### src/rtl/hamming_pkg.sv
// Shared types and the Hamming SECDED codeword function for the encoder engine.
package hamming_pkg;

    localparam int unsigned MSG_W = 11;
    localparam int unsigned CW_W  = 16;
    localparam int unsigned IDX_W = 7;

    typedef enum logic [2:0] {
        StIdle,
        StRdLo,
        StRdHi,
        StLatch,
        StWrLo,
        StWrHi
    } enc_state_t;

    // Message bits are numbered d[11:1]; codeword bit k holds Hamming position k, bit 0 is p0.
    function automatic logic [CW_W-1:0] hamming_cw(input logic [MSG_W:1] d);
        logic p8, p4, p2, p1, p0;
        p8 = ^d[11:5];
        p4 = ^d[11:8] ^ d[4] ^ d[3] ^ d[2];
        p2 = d[11] ^ d[10] ^ d[7] ^ d[6] ^ d[4] ^ d[3] ^ d[1];
        p1 = d[11] ^ d[9] ^ d[7] ^ d[5] ^ d[4] ^ d[2] ^ d[1];
        p0 = ^d ^ p8 ^ p4 ^ p2 ^ p1;
        return {d[11:5], p8, d[4:2], p4, d[1], p2, p1, p0};
    endfunction

endpackage

### src/rtl/hamming_enc_engine_encode.sv
// Combinational SECDED encoder: 11 message bits in, 16-bit codeword out.
module hamming_encode
    import hamming_pkg::*;
(
    input  logic [MSG_W:1]  d,
    output logic [CW_W-1:0] cw
);

    assign cw = hamming_cw(d);

endmodule

### src/rtl/hamming_enc_engine.sv
// Memory-mapped SECDED encoder: reads NUM_MSG messages from data memory and writes back
// their 16-bit codewords through a single shared byte port, five cycles per message.
module hamming_enc_engine
    import hamming_pkg::*;
#(
    parameter int unsigned NUM_MSG  = 15,
    parameter int unsigned SRC_BASE = 0,
    parameter int unsigned DST_BASE = 30,
    parameter int unsigned ADDR_W   = 8
) (
    input  logic              clk,
    input  logic              reset,
    input  logic              req,
    output logic              done,
    output logic [ADDR_W-1:0] mem_addr,
    input  logic [7:0]        mem_rdata,
    output logic              mem_wr_en,
    output logic [7:0]        mem_wdata
);

    if (NUM_MSG < 1 || NUM_MSG > 127) begin : g_bad_num_msg
        $error("hamming_enc_engine: NUM_MSG must be 1..127");
    end
    if ((longint'(SRC_BASE) + 2 * longint'(NUM_MSG) > (longint'(1) << ADDR_W)) ||
        (longint'(DST_BASE) + 2 * longint'(NUM_MSG) > (longint'(1) << ADDR_W))) begin : g_bad_addr
        $error("hamming_enc_engine: message or codeword region exceeds address space");
    end

    localparam logic [IDX_W-1:0] LAST_IDX = IDX_W'(NUM_MSG - 1);

    enc_state_t        state_q, state_d;
    logic [IDX_W-1:0]  idx_q, idx_d;
    logic [7:0]        lo_q, lo_d;
    logic [2:0]        hi_q, hi_d;
    logic              done_q, done_d;
    logic [ADDR_W-1:0] addr_q, addr_d;
    logic              wr_en_q, wr_en_d;
    logic [7:0]        wdata_q, wdata_d;

    logic [MSG_W:1]    enc_in;
    logic [CW_W-1:0]   enc_cw;
    logic [ADDR_W-1:0] src_addr, dst_addr;

    logic unused_rdata;
    assign unused_rdata = ^mem_rdata[7:3];

    // The high byte is still arriving on mem_rdata while in StLatch, so bypass hi_q then.
    assign enc_in = (state_q == StLatch) ? {mem_rdata[2:0], lo_q} : {hi_q, lo_q};

    hamming_encode u_encode (
        .d  (enc_in),
        .cw (enc_cw)
    );

    assign src_addr = ADDR_W'(SRC_BASE) + ADDR_W'({idx_d, 1'b0});
    assign dst_addr = ADDR_W'(DST_BASE) + ADDR_W'({idx_d, 1'b0});

    always_comb begin
        state_d = state_q;
        idx_d   = idx_q;
        lo_d    = lo_q;
        hi_d    = hi_q;
        done_d  = done_q;
        unique case (state_q)
            StIdle: begin
                if (req) begin
                    done_d  = 1'b0;
                    idx_d   = '0;
                    state_d = StRdLo;
                end
            end
            StRdLo: state_d = StRdHi;
            StRdHi: begin
                lo_d    = mem_rdata;
                state_d = StLatch;
            end
            StLatch: begin
                hi_d    = mem_rdata[2:0];
                state_d = StWrLo;
            end
            StWrLo: state_d = StWrHi;
            StWrHi: begin
                if (idx_q == LAST_IDX) begin
                    done_d  = 1'b1;
                    state_d = StIdle;
                end else begin
                    idx_d   = idx_q + 1'b1;
                    state_d = StRdLo;
                end
            end
            default: state_d = StIdle;
        endcase
    end

    // Outputs are registered, so they are decoded from the state being entered.
    always_comb begin
        addr_d  = addr_q;
        wr_en_d = 1'b0;
        wdata_d = wdata_q;
        case (state_d)
            StRdLo: addr_d = src_addr;
            StRdHi: addr_d = src_addr + ADDR_W'(1);
            StWrLo: begin
                addr_d  = dst_addr;
                wr_en_d = 1'b1;
                wdata_d = enc_cw[7:0];
            end
            StWrHi: begin
                addr_d  = dst_addr + ADDR_W'(1);
                wr_en_d = 1'b1;
                wdata_d = enc_cw[15:8];
            end
            default: ;
        endcase
    end

    always_ff @(posedge clk or posedge reset) begin
        if (reset) begin
            state_q <= StIdle;
            idx_q   <= '0;
            lo_q    <= '0;
            hi_q    <= '0;
            done_q  <= 1'b0;
            addr_q  <= '0;
            wr_en_q <= 1'b0;
            wdata_q <= '0;
        end else begin
            state_q <= state_d;
            idx_q   <= idx_d;
            lo_q    <= lo_d;
            hi_q    <= hi_d;
            done_q  <= done_d;
            addr_q  <= addr_d;
            wr_en_q <= wr_en_d;
            wdata_q <= wdata_d;
        end
    end

    assign done      = done_q;
    assign mem_addr  = addr_q;
    assign mem_wr_en = wr_en_q;
    assign mem_wdata = wdata_q;

endmodule

### config.mk
export PLATFORM = sky130hd
export DESIGN_NAME = hamming_enc_engine
export DESIGN_NICKNAME = d
export VERILOG_FILES = /design/src/rtl/hamming_pkg.sv /design/src/rtl/hamming_enc_engine_encode.sv /design/src/rtl/hamming_enc_engine.sv
export SDC_FILE = /design/constraint.sdc
export NUM_CORES = 1
export LEC_CHECK = 0
export CORE_MARGIN = 4
export CORE_UTILIZATION = 50
export DETAILED_ROUTE_END_ITERATION = 10
export PLACE_DENSITY = 0.74
export SYNTH_ARGS = -nofsm -noshare
export SYNTH_HDL_FRONTEND = slang
export SYNTH_SLANG_ARGS = --single-unit
### constraint.sdc
create_clock -name clk -period 2.3 [get_ports clk]
set_input_delay 0.345 -clock clk [delete_from_list [all_inputs] [get_ports clk]]
set_output_delay 0.345 -clock clk [all_outputs]
set_load 0.1 [all_outputs]
-- After elaboration in Yosys (flattened, before gate mapping)
Index checks and enable logic that the tools add are counted.
Widths: inputs -> output; s select.
- flip-flop bits (word level): 39
- input port bits: 11
- output and inout port bits: 18
- logic and storage cells: 65
- add/sub/neg operators: 4
- equality and inequality tests: 12
- mux-type cells: 13
- bitwise gates (word level): 19
- reductions and logical operators: 9
- operators by type and width (kind ; number):
    $pmux 8 s4 ; 1
    $xor 1x1->1 ; 19
    $pmux 3 s6 ; 1
    $add 8x1->8 const B ; 2
    $pmux 8 s2 ; 1
    $mux 7 ; 2
    $pmux 7 s2 ; 1
    $eq 3x3->1 const B ; 4
    $mux 11 ; 1
    $reduce_xor 11->1 ; 1
    $eq 3x2->1 const B ; 3
    $add 5x8->8 const A ; 1
    $add 7x1->7 const B ; 1
    $eq 7x4->1 const B ; 1
    $reduce_xor 7->1 ; 1
    $eq 3x1->1 const B ; 2
    $mux 1 ; 4
    $ne 2x2->1 const B ; 2
    $reduce_bool 2->1 ; 2
    $reduce_bool 4->1 ; 1
    $reduce_xor 4->1 ; 1
    $logic_not 3->1 ; 1
    $mux 3 ; 1
    $reduce_and 3->1 ; 1
    2 further kinds ; 2

-- Depth between registers and ports, before layout
Gate-level depths: netlist (run 1).
- depth in word-level cells: 11
- mapped depth: 12
- gate-level depth less buffers: 11

-- By module
From an unflattened synthesis (run 1), not the netlist that was laid out.
- cells, all modules: 226
- area total of the unflattened synthesis: 2394.8 um2
- by module, submodules not included (module ; times used ; cells each ; area an instance (um2) ; sequential area each (um2)):
    hamming_enc_engine ; 1 ; 196 ; 2079.5 ; 975.9
    hamming_encode ; 1 ; 30 ; 315.3 ; 0.0

-- Least setup slack after synthesis (run 1)
No wires, ideal clock.
- path type: reg-to-reg
- start: reg idx_q[0]
- end: reg addr_q[7], in the netlist mem_addr[7]
- setup time: 0.131 ns
- arrival: 2.314 ns
- data required time: 2.169 ns
- path slack: -0.145 ns
- cell stages (with the launch flop): 13
- buffers on the path: 1
- period minus slack after synthesis: 2.445 ns
- path through: dfrtp_1 -> inv_1 -> ha_1 -> or4b_1 -> buf_2 -> nor3_1 -> o21ai_1 -> and2_1 -> ha_1 -> o2111ai_2 -> and2_4 -> and3_1 -> o31ai_2
- cells in the longest elaborated chain, start to end: 6
- elaborated cells between the ends (all ways): 16
- those cells by class: 4 x add/sub; 5 x eq/ne; 6 x mux; 1 x reduce/logical
- RTL lines (what ; line ; text):
    start: declaration ; hamming_enc_engine.sv:32 ; logic [IDX_W-1:0] idx_q, idx_d;
    start signal: assignment ; hamming_enc_engine.sv:129 ; idx_q <= idx_d;
    $add 7x1->7 or $eq 7x4->1 (tied branches) ; hamming_enc_engine.sv:87, hamming_enc_engine.sv:83 ;
    $mux 7 ; hamming_enc_engine.sv:83 ; if (idx_q == LAST_IDX) begin
    $pmux 7 s2 ; hamming_enc_engine.sv:64 ; unique case (state_q)
    $add 5x8->8 ; hamming_enc_engine.sv:56 ; assign dst_addr = ADDR_W'(DST_BASE) + ADDR_W'({idx_d, 1'b0});
    $add 8x1->8 ; hamming_enc_engine.sv:109 ; addr_d = dst_addr + ADDR_W'(1);
    $pmux 8 s4 ; hamming_enc_engine.sv:100 ; case (state_d)
    end signal: assignment ; hamming_enc_engine.sv:133 ; addr_q <= addr_d;
    end: declaration ; hamming_enc_engine.sv:36 ; logic [ADDR_W-1:0] addr_q, addr_d;
Parallel ways exist; a longest one is shown, timed or not.
A chain may end at the register's enable or synchronous reset.

-- Final worst setup path (run 1)
Same ends and word-level chain as after synthesis.

==> reports/results.txt, run 1 <==
CP max stage delay = 480 ps
family with the most delay on the worst path = simple AND/OR/NAND/NOR gates
reg2reg path depth = 11
CP max FO = 3
Post-Synth Simple-Gate Area = 0.150
share of cells above drive strength 1 = 0.341
M1 GR Usage = 0.271
status = finished clean
maxcap violations = 0
DRC viols = 0
Area growth syn-to-layout = 30.8%
via count = 2021
clk sinks = 39
Slew Limit Fails = 0
Die Span Y = 77.2 um
CP Class = flop to flop
RePlAce Congestion = 0.868
worst-path cell chain = inv_2 -> ha_4 -> or4b_4 -> nor3_4 -> o21ai_2 -> and2_4 -> ha_4 -> o2111ai_4 -> and2_4 -> a21oi_2 -> o31ai_2
I/O pin cnt = 29
Compound-Gate Fraction of Synth Area = 0.184
Hold Worst Slack = 472 ps
Synth warnings = 0
Synth Flop Type = dfrtp_1
slew margin rel. = 0.665
Core Footprint = 4500 sq um
EDFF count, synth = 0
Clock transition at path regs = 80 ps
min Tclk post-route = 2270 ps
Post-Synth Adder-Cell Area = 0.0157
pre-CTS setup slack = -402 ps
Worst Slack Setup Final = 28.9 ps
sequential fraction of the synthesis area = 0.407
synthesized area = 2400 sq um
Nets = 318
Slew @ Worst Pin = 502 ps
clock root buffer = clkbuf_8
Cell Count, Final, Fillers Out = 357
RSZ-0062 raised after global routing = true
antenna violations before repair = 0
CP arrival = 2470 ps
total CTS buffers = 5
total track usage = 0.198
Fmax = 440 MHz
M3 GR Usage = 0.0468
gr busiest metal = met2
Worst-Skew Late Latency = 290 ps
antenna-violating nets left = 0
WP buf/inv = 1
1st-iter DRT viols = 202
CP max stage cell = or4b_4
Reg area = 976 sq um
CTS tree = done
Fillers = 341
Worst Setup Start Kind = flop
HP Class = input pin to async pin
synthesized instance count = 240
standard-cell rows = 24
first-pass GRT wire length = 9620 um
grt total ovfl = 0
GR Util met2 = 0.307
commonest non-fill, non-tap cell in the layout = buf_4
DR pass1 iterations = 4
path length in cells of the critical path = 11
Initial Utilization = 0.532
DP Cell Count = 344
final setup fails = 0
Cell variety after synth = 57
ys async rst share = 1.00
Setup crit end kind = flop
post-DR vias/cell = 5.66
Net Count, Synth = 254
footprint of the multi-input gates = 1380 sq um
largest net degree at the start of global routing = 40
Synth Area in XOR/XNOR = 0.112
post-synthesis register bit count = 39
DP HPWL = 4220 um
Mean Syn Cell Area = 9.98 sq um
Die ar. = 5960 sq um
port bufs = 28
main combinational cell family by area after synthesis = compound AO/OA/AOI/OAI gates
clock skew = 7.32 ps
number of diodes = 0
WL/cell = 16.2 um
Final Cycle Share = 0.987
vias in the first global route = 2004
multiplexer area fraction after synthesis = 0.0762
WL final = 5770 um
CP required = 2500 ps
clk buf depth = 2
Max H-tree Level = 2
most frequent cells in the layout = 58 x buf_4, 39 x dfrtp_1, 21 x a21oi_1
final hold vios = 0
die width = 77.2 um
[metal layers]
metal | wire length [um] | vias to the layer above
li1 | - | 984
met1 | 2640 | 968
met2 | 2700 | 54
met3 | 284 | 15
met4 | 153 | 0
met5 | 0 | -
[state kept, by name (all words and copies together) (netlist names)]
| register | flops |
|---|---|
| mem_wr_en | 1 |
| lo_q | 8 |
| hi_q | 3 |
| mem_wdata | 8 |
| done | 1 |
| idx_q | 7 |
| mem_addr | 8 |
| state_q | 3 |
[worst paths after layout]
check / startpoint / end / slack (ps)
setup / recovery: idx_q[0] / mem_addr[7] / 30
hold / removal: reset / mem_addr[1] / 470
setup reg to reg: idx_q[0] / mem_addr[7] / 30
hold reg to reg: mem_addr[3] / mem_addr[3] / 480
max in group asynchronous: reset / state_q[2] / 1480
min in group clk: mem_addr[3] / mem_addr[3] / 480
[area by class of cell]
cell class	instances	area share
well taps	52	0.0208
multi-input cells	178	0.440
inverters	11	0.0132
clock buffers	6	0.0264
flip-flops and latches	39	0.312
repair buffers	69	0.177
clock inverters	2	0.0112
[Yosys cell counts, drive strengths merged, types with 3 or more instances]
cell type	number	area, sq um
nand2	19	73.8
clkbuf	5	38.8
mux2i	7	70.1
nor2	17	63.8
o211ai	3	22.5
and2	3	21.3
xnor2	16	140
o21ai	15	75.1
a21oi	23	119
ha	3	37.5
buf	7	50.1
and3	3	18.8
dfrtp	39	976
mux2	10	113
xnor3	3	67.6
nand3	5	25.0
nor2b	3	18.8
a21o	3	22.5
xor2	7	61.3
inv	11	41.3
[stage by stage]
stage / utilization / TNS (ps) / instance area, sq um
finish: 0.696 / 0 / 3130
global route: 0.696 / -154 / 3130
CTS: 0.685 / 0 / 3090
detailed placement: 0.649 / -1280 / 2920
global placement: 0.649 / -1150 / 2920
floorplan: - / -29.9 / 2430
[worst min-delay path: cells and delay by family]
| kind | cells | cell delay, ps |
|---|---|---|
| buf+inv | 3 | 870 |
[cells by family after synthesis]
kind of cell             Yosys count
XOR/XNOR                          26
AND/OR/NAND/NOR                   67
adder cells (fa/ha/maj)            3
multiplexers                      17
AO/OA/AOI/OAI                     65
buffers and inverters             23
flip-flops                        39
[what timing repair did]
item | in CTS | in global routing
hold buffers | 0 | 0
setup buffers | 2 | 3
pin swaps | 5 | 4
endpoints found under the setup margin | 4 | 13
gates cloned | 0 | 0
gates resized for setup | 7 | 6
Power of run 1 is left out: the tool's default activity adds up to more than one toggle a clock period on the data nets, which glitch-free logic cannot reach.
==> run 2: changes to the inputs <==
--- a/config.mk
+++ b/config.mk
@@ -6,9 +6,10 @@
 export NUM_CORES = 1
 export LEC_CHECK = 0
 export CORE_MARGIN = 4
-export CORE_UTILIZATION = 50
+export CORE_UTILIZATION = 52
+export CTS_BUF_LIST = sky130_fd_sc_hd__clkbuf_4
 export DETAILED_ROUTE_END_ITERATION = 10
-export PLACE_DENSITY = 0.74
+export PLACE_DENSITY = 0.76
 export SYNTH_ARGS = -nofsm -noshare
 export SYNTH_HDL_FRONTEND = slang
 export SYNTH_SLANG_ARGS = --single-unit
==> reports/results.txt, run 2 (same netlist as run 1, synthesis figures left out) <==
status = finished clean
# hold bufs at CTS = 0
WL/cell = 15.8 um
via count = 2008
die width = 75.9 um
clock skew = 9.11 ps
RR Startpoint = state_q[0]
total CTS buffers = 5
Area growth syn-to-layout = 29.0%
final setup fails = 0
commonest non-fill, non-tap cell in the layout = buf_4
Core Footprint = 4410 sq um
antenna-violating nets left = 0
share of cells above drive strength 1 = 0.343
RSZ-0062 raised after global routing = true
Fmax = 443 MHz
slew margin rel. = 0.667
grt total ovfl = 0
Cell Count, Final, Fillers Out = 352
first-pass GRT wire length = 9160 um
Final Cycle Share = 0.981
vias in the first global route = 1953
Clock transition at path regs = 130 ps
Die ar. = 5760 sq um
CP required = 2510 ps
Worst-Skew Late Latency = 350 ps
DRC viols = 0
1st-iter DRT viols = 341
DR pass1 iterations = 4
Slew @ Worst Pin = 500 ps
clk sinks = 39
Worst Slack Setup Final = 43.1 ps
CP max stage cell = or4b_4
CTS tree = done
worst-path cell chain = buf_4 -> or4b_4 -> o211ai_1 -> a21bo_2 -> nand4b_1 -> xnor2_2 -> o32ai_2
WL final = 5560 um
antenna violations before repair = 0
I/O pin cnt = 29
DP Cell Count = 341
Die Span Y = 75.9 um
Setup crit end kind = flop
pre-CTS setup slack = -420 ps
CP arrival = 2470 ps
largest net degree at the start of global routing = 40
CP Launch Point = state_q[0]
CP max FO = 9
Max H-tree Level = 2
Initial Utilization = 0.543
most frequent cells in the layout = 54 x buf_4, 38 x dfrtp_1, 20 x a21oi_1
CP Class = flop to flop
final hold vios = 0
Slew Limit Fails = 0
DP HPWL = 4080 um
clk buf depth = 2
min Tclk post-route = 2260 ps
number of diodes = 0
port bufs = 28
CP max stage delay = 520 ps
RePlAce Congestion = 0.930
standard-cell rows = 24
maxcap violations = 0
total track usage = 0.212
post-DR vias/cell = 5.70
clock root buffer = clkbuf_4
HP Class = input pin to async pin
Nets = 313
Worst Setup Start Kind = flop
-- run 2: metrics by stage --
step | hold slack [ps] | cell area, sq um | setup TNS (ps) | utilization
final | 401 | 3090 | 0 | 0.700
after global routing | 431 | 3090 | -44.6 | 0.700
after CTS | 407 | 3000 | -42.9 | 0.679
after detailed placement | 473 | 2890 | -1310 | 0.654
after global placement | 467 | 2890 | -1120 | 0.654
after floorplan | 496 | 2430 | -29.9 | -
-- run 2: layout make-up --
cell class	count	area, sq um
inverters	11	41.3
multi-input cells	178	1390
flip-flops and latches	39	977
fillers	334	1320
clock inverters	2	60.1
clock buffers	6	45.0
well taps	52	65.1
repair buffers	64	508
-- run 2: path summary, 6_finish.rpt --
kind	endpoint	slack, ps	cells after the start
worst max-delay path	mem_addr[4]	40	7
worst min-delay path	mem_addr[6]	400	3
worst max register to register	mem_addr[4]	40	7
worst min register to register	mem_addr[1]	500	2
max in group asynchronous	state_q[1]	1520	3
min in group clk	mem_addr[1]	500	2
-- run 2: per-layer routing --
layer | GRT usage | part of all wire | up-vias
met5 | 0 | 0 | -
met4 | 0.0738 | 0.017 | 0
met1 | 0.294 | 0.46 | 956
met2 | 0.333 | 0.47 | 66
li1 | - | - | 975
met3 | 0.0383 | 0.052 | 11
-- run 2: timing repair --
| item | in CTS | in global routing |
|---|---|---|
| resized for setup | 2 | 14 |
| pin swaps | 0 | 6 |
| endpoints found under the setup margin | 2 | 21 |
| setup buffers | 0 | 3 |
-- run 2: critical path, delay by kind of cell (launching register included) --
family | cells | cell delay (ps)
flops | 1 | 430
xor+xnor | 1 | 210
compound gates | 3 | 550
buf+inv | 1 | 180
simple gates | 2 | 770
Power of run 2 is left out for the same reason.
